## config.mk

```make
export PLATFORM = sky130hd
export DESIGN_NAME = dmem_arbiter
export DESIGN_NICKNAME = d
export VERILOG_FILES = /design/src/rtl/dmem_arbiter_pkg.sv /design/src/rtl/dmem_arbiter.sv
export SDC_FILE = /design/constraint.sdc
export NUM_CORES = 1
export LEC_CHECK = 0
export BUFFER_PORTS_ARGS = -buffer_cell sky130_fd_sc_hd__buf_2
export CAP_MARGIN = 20
export CELL_PAD_IN_SITES_DETAIL_PLACEMENT = 1
export CELL_PAD_IN_SITES_GLOBAL_PLACEMENT = 2
export CORE_ASPECT_RATIO = 0.75
export CORE_UTILIZATION = 11
export CTS_BUF_LIST = sky130_fd_sc_hd__clkbuf_4 sky130_fd_sc_hd__clkbuf_8
export CTS_CLUSTER_SIZE = 28
export DETAILED_ROUTE_END_ITERATION = 7
export PLACE_DENSITY = 0.95
export SYNTH_ARGS = -nofsm -noshare
export SYNTH_HDL_FRONTEND = slang
export SYNTH_SLANG_ARGS = --single-unit
```

## constraint.sdc

```tcl
create_clock -name clk -period 3.9 [get_ports clk]
set_input_delay 0.585 -clock clk [delete_from_list [all_inputs] [get_ports clk]]
set_output_delay 0.585 -clock clk [all_outputs]
set_load 0.02 [all_outputs]
```

## src/rtl/dmem_arbiter_pkg.sv

```systemverilog
// Shared types for the data-memory arbiter: FSM states, read-return owner
// encoding and the starvation counter width.
package dmem_arbiter_pkg;

  typedef enum logic {
    ST_ARB       = 1'b0,
    ST_AUX_BURST = 1'b1
  } arb_state_e;

  typedef enum logic {
    OWNER_CORE = 1'b0,
    OWNER_AUX  = 1'b1
  } owner_e;

  // Wide enough for MAX_WAIT up to 15.
  localparam int unsigned STARVE_W = 4;

  // Loads never drive a byte mask onto the macro.
  function automatic logic [3:0] access_mask(input logic we, input logic [3:0] mask);
    return we ? mask : 4'b0000;
  endfunction

endpackage

```

## src/rtl/dmem_arbiter.sv

```systemverilog
// Two-requester arbiter (core priority, aux starvation guard and burst lock)
// in front of the single-port data memory with 1-cycle read latency.
module dmem_arbiter
  import dmem_arbiter_pkg::*;
#(
  parameter int unsigned ADDR_W   = 10,
  parameter int unsigned MAX_WAIT = 4
) (
  input  logic              clk,
  input  logic              reset,
  input  logic              core_req_i,
  input  logic              core_we_i,
  input  logic [ADDR_W-1:0] core_addr_i,
  input  logic [3:0]        core_mask_i,
  input  logic [31:0]       core_wdata_i,
  output logic              core_gnt_o,
  output logic              core_rvalid_o,
  output logic [31:0]       core_rdata_o,
  input  logic              aux_req_i,
  input  logic              aux_we_i,
  input  logic              aux_lock_i,
  input  logic [ADDR_W-1:0] aux_addr_i,
  input  logic [3:0]        aux_mask_i,
  input  logic [31:0]       aux_wdata_i,
  output logic              aux_gnt_o,
  output logic              aux_rvalid_o,
  output logic [31:0]       aux_rdata_o,
  output logic              mem_ceb_o,
  output logic              mem_web_o,
  output logic [ADDR_W-1:0] mem_addr_o,
  output logic [3:0]        mem_mask_o,
  output logic [31:0]       mem_wdata_o,
  input  logic [31:0]       mem_q_i
);

  localparam logic [STARVE_W-1:0] MAX_WAIT_C = STARVE_W'(MAX_WAIT);

  arb_state_e          state_q, state_d;
  logic [STARVE_W-1:0] starve_q, starve_d;
  logic                rd_pending_q, rd_pending_d;
  owner_e              rd_owner_q, rd_owner_d;
  logic                core_gnt, aux_gnt;

  always_ff @(posedge clk) begin
    if (reset) begin
      state_q      <= ST_ARB;
      starve_q     <= '0;
      rd_pending_q <= 1'b0;
      rd_owner_q   <= OWNER_CORE;
    end else begin
      state_q      <= state_d;
      starve_q     <= starve_d;
      rd_pending_q <= rd_pending_d;
      rd_owner_q   <= rd_owner_d;
    end
  end

  always_comb begin
    core_gnt = 1'b0;
    aux_gnt  = 1'b0;
    state_d  = state_q;
    if (!reset) begin
      unique case (state_q)
        ST_ARB: begin
          aux_gnt  = aux_req_i && (!core_req_i || (starve_q == MAX_WAIT_C));
          core_gnt = core_req_i && !aux_gnt;
          if (aux_gnt && aux_lock_i) state_d = ST_AUX_BURST;
        end
        ST_AUX_BURST: begin
          aux_gnt = aux_req_i;
          if (!aux_req_i || !aux_lock_i) state_d = ST_ARB;
        end
        default: state_d = ST_ARB;
      endcase
    end
  end

  always_comb begin
    starve_d = starve_q;
    if (!aux_req_i || aux_gnt) starve_d = '0;
    else if (starve_q != MAX_WAIT_C) starve_d = starve_q + 1'b1;
  end

  always_comb begin
    mem_ceb_o   = 1'b1;
    mem_web_o   = 1'b1;
    mem_addr_o  = '0;
    mem_mask_o  = '0;
    mem_wdata_o = '0;
    if (core_gnt) begin
      mem_ceb_o   = 1'b0;
      mem_web_o   = !core_we_i;
      mem_addr_o  = core_addr_i;
      mem_mask_o  = access_mask(core_we_i, core_mask_i);
      mem_wdata_o = core_wdata_i;
    end else if (aux_gnt) begin
      mem_ceb_o   = 1'b0;
      mem_web_o   = !aux_we_i;
      mem_addr_o  = aux_addr_i;
      mem_mask_o  = access_mask(aux_we_i, aux_mask_i);
      mem_wdata_o = aux_wdata_i;
    end
  end

  assign rd_pending_d = (core_gnt && !core_we_i) || (aux_gnt && !aux_we_i);
  assign rd_owner_d   = aux_gnt ? OWNER_AUX : OWNER_CORE;

  assign core_gnt_o = core_gnt;
  assign aux_gnt_o  = aux_gnt;

  // Return path is masked by reset so a load caught by reset never reports valid.
  assign core_rvalid_o = rd_pending_q && !reset && (rd_owner_q == OWNER_CORE);
  assign aux_rvalid_o  = rd_pending_q && !reset && (rd_owner_q == OWNER_AUX);
  assign core_rdata_o  = core_rvalid_o ? mem_q_i : '0;
  assign aux_rdata_o   = aux_rvalid_o  ? mem_q_i : '0;

endmodule
```

==> flow_metrics.py <==
metrics = {
    "placement": {
        "gp_congestion": 0.774,
        "pre_cts_slack_ps": 1040,
        "io_buffers": 246,
        "dpl_cell_area_um2": 2650,
        "hpwl_um": 7110,
    },
    "power": {
        "seq_power_share": 0.178,
        "power_mw": 0.421,
        "switchingPower_mw": 0.170,
        "pwr-share-clk": 0.248,
        "cellPowerDensity_nw_per_um2": 156,
        "vdd_drop_max_mv": 0.0711,
        "combPwrFrac": 0.574,
        "p_int_mw": 0.252,
        "switching_share": 0.403,
        "leakage_nw": 1.69,
    },
    "cells_and_area": {
        "syn_to_final_growth_pct": 107,
        "final_common_cell": "buf_2",
        "n_fill_cell": 1451,
        "nets": 537,
        "layout-drive-gt1-share": 0.667,
        "antenna-diode-count": 0,
        "final_cell_area_um2": 2700,
        "layout_common_cells": "buf_2, and2_1, a22o_1",
    },
    "clocking": {
        "cts_setup_buffers": 0,
        "root_buffer": "clkbuf_8",
        "postCtsHoldBufs": 0,
        "cts_resized": 0,
        "clock-sinks": 7,
        "clock_tree.buffer_depth": 2,
        "cts-buffers-inserted": 3,
        "clk_latency_ps": 230,
        "cts_tree": "yes",
        "cts.clk_slew.worst_paths_ps": 40,
        "ctsHtreeMaxLevel": 1,
    },
    "sta": {
        "fin_tns_setup_ps": 0,
        "post-route-min-period_ps": 2900,
        "tightest_slew_ps": 657,
        "rsz0062_at_grt": "no",
        "final_max_slew_viol_count": 0,
        "setup_ws_ps": 1000,
        "fmax_ghz": 0.345,
        "slew_headroom": 0.561,
        "hold_viol": 0,
        "finalSetupViolations": 0,
        "fin_skew_ps": 5.73,
        "fin_crit_sh": 0.743,
    },
    "global_route": {
        "antenna_found_initial": 0,
        "grt_pass1_vias": 2160,
        "grt_max_degree": 47,
        "overflow": 0,
        "grt_pass1_wl_um": 11600,
        "grtUsageTotal": 0.119,
    },
    "yosys": {
        "synth.avg_cell_area_um2": 7.83,
        "yosysSeqAreaShare": 0.108,
        "netlist_area_um2": 1300,
        "syn_inst": 166,
        "synth_seq_cells": 7,
        "yosys-top-cells-area": "and2_1, a22o_1, dfxtp_1",
        "syn-num-nets": 299,
        "ys_warn_count": 0,
        "synth_top_cell_by_area": "and2_1",
        "synth.top_cell.area_share": 0.313,
        "ys_types": 28,
    },
    "drt": {
        "avgRoutedWirePerCell_um": 14.7,
        "firstDrtPassIters": 4,
        "drt_iter0_markers": 52,
        "num_vias": 2216,
        "wirelength_um": 8210,
        "route.antenna.remaining_nets": 0,
        "viasPerCell": 3.96,
        "drcViolationCount": 0,
    },
    "setup_path": {
        "cp.required_ps": 3310,
        "arrival_ps": 2310,
        "reg2reg_depth": 6,
        "crit_fanout": 24,
        "path_class": "register to primary output",
        "cp-end-kind": "primary output",
        "startpoint_type": "register",
    },
    "floorplanning": {
        "io_pins": 247,
        "core_um2": 11200,
        "rows": 33,
        "chipHeight_um": 96.1,
        "start_util": 0.116,
        "fp.dieArea_um2": 12300,
        "die_w_um": 128,
    },
    "hold_path": {
        "hold_class": "register to register",
        "worstHoldPathCells": 1,
    },
    "run_status": {
        "status": "finished, final reports clean",
    },
    "run": {
        "max_cap_viol_count": 0,
    },
}
registers in the layout (all words and copies together) (netlist names):
| signal | flops |
|---|---|
| rd_pending_q | 1 |
| starve_q | 4 |
| rd_owner_q | 1 |
| state_q | 1 |
final timing paths:
path | slack (ps) | from | endpoint
worst max register to register | 2090 | starve_q[0] | rd_pending_q
worst min register to register | 500 | starve_q[0] | starve_q[0]
worst max-delay path | 1000 | starve_q[0] | mem_addr_o[8]
worst min-delay path | 500 | starve_q[0] | starve_q[0]
stage by stage:
| step | utilization | hold WS, ps | instances |
|---|---|---|---|
| floorplan | - | 455 | 166 |
| global placement | 0.236 | 483 | 556 |
| detailed placement | 0.236 | 495 | 556 |
| CTS | 0.240 | 501 | 560 |
| global route | 0.240 | 533 | 560 |
| finish | 0.240 | 503 | 560 |
power groups by stage:
| stage | combinational [mW] | clock, mW | sequential, mW |
|---|---|---|---|
| global placement | 0.236 | 0 | 0.0762 |
| detailed placement | 0.241 | 0 | 0.0763 |
| floorplan | 0.125 | 0 | 0.0759 |
| finish | 0.242 | 0.104 | 0.0751 |
| global route | 0.259 | 0.112 | 0.0752 |
| CTS | 0.243 | 0.109 | 0.0750 |
synth_stat cells:
library cell  count
nand2_1           2
or3b_4            1
nor3_1            3
a211oi_1          1
and2_1           65
a22o_2            6
clkbuf_1          6
dfxtp_1           7
and2b_1           1
and3b_2           1
buf_6             5
buf_2             4
a32o_2            4
a21oi_4           1
nor2_1            4
inv_1             5
nor4_1            1
nand2b_1          1
a22o_1           37
a31oi_4           1
nand3b_2          1
buf_4             1
a21oi_1           2
nor3b_1           1
ha_1              2
nand3_1           1
mux2i_1           1
nor2b_1           1
critical path: stages, from the launching register on:
cell and delay (ps):
dfxtp_1 330, inv_1 60, ha_1 190, nand3b_2 160
a21oi_4 580, buf_4 380, a22o_1 180, buf_2 170
cell families after synthesis:
family | synth area share
AOI/OAI and AO/OA | 0.372
muxes | 0.00770
DFF | 0.108
adders and majority gates | 0.0192
and+or+nand+nor | 0.397
buffers and inverters | 0.0962
layer usage:
metal / vias up / track usage / routed length [um]
li1: 1071 / - / -
met3: 4 / 0.0156 / 435
met1: 1056 / 0.146 / 3450
met5: - / 0 / 0
met2: 85 / 0.225 / 4300
met4: 0 / 0.0159 / 24
final cells by class:
type                    count  area (um2)  share of cell area
multi-input cells         138        1040               0.386
flip-flops and latches      7         140              0.0520
repair buffers            249        1250               0.465
clock inverters             1        5.00             0.00186
well taps                 157         196              0.0729
clock buffers               3        41.3              0.0153
inverters                   5        18.8             0.00696
Power figures use the tool's default switching activity.
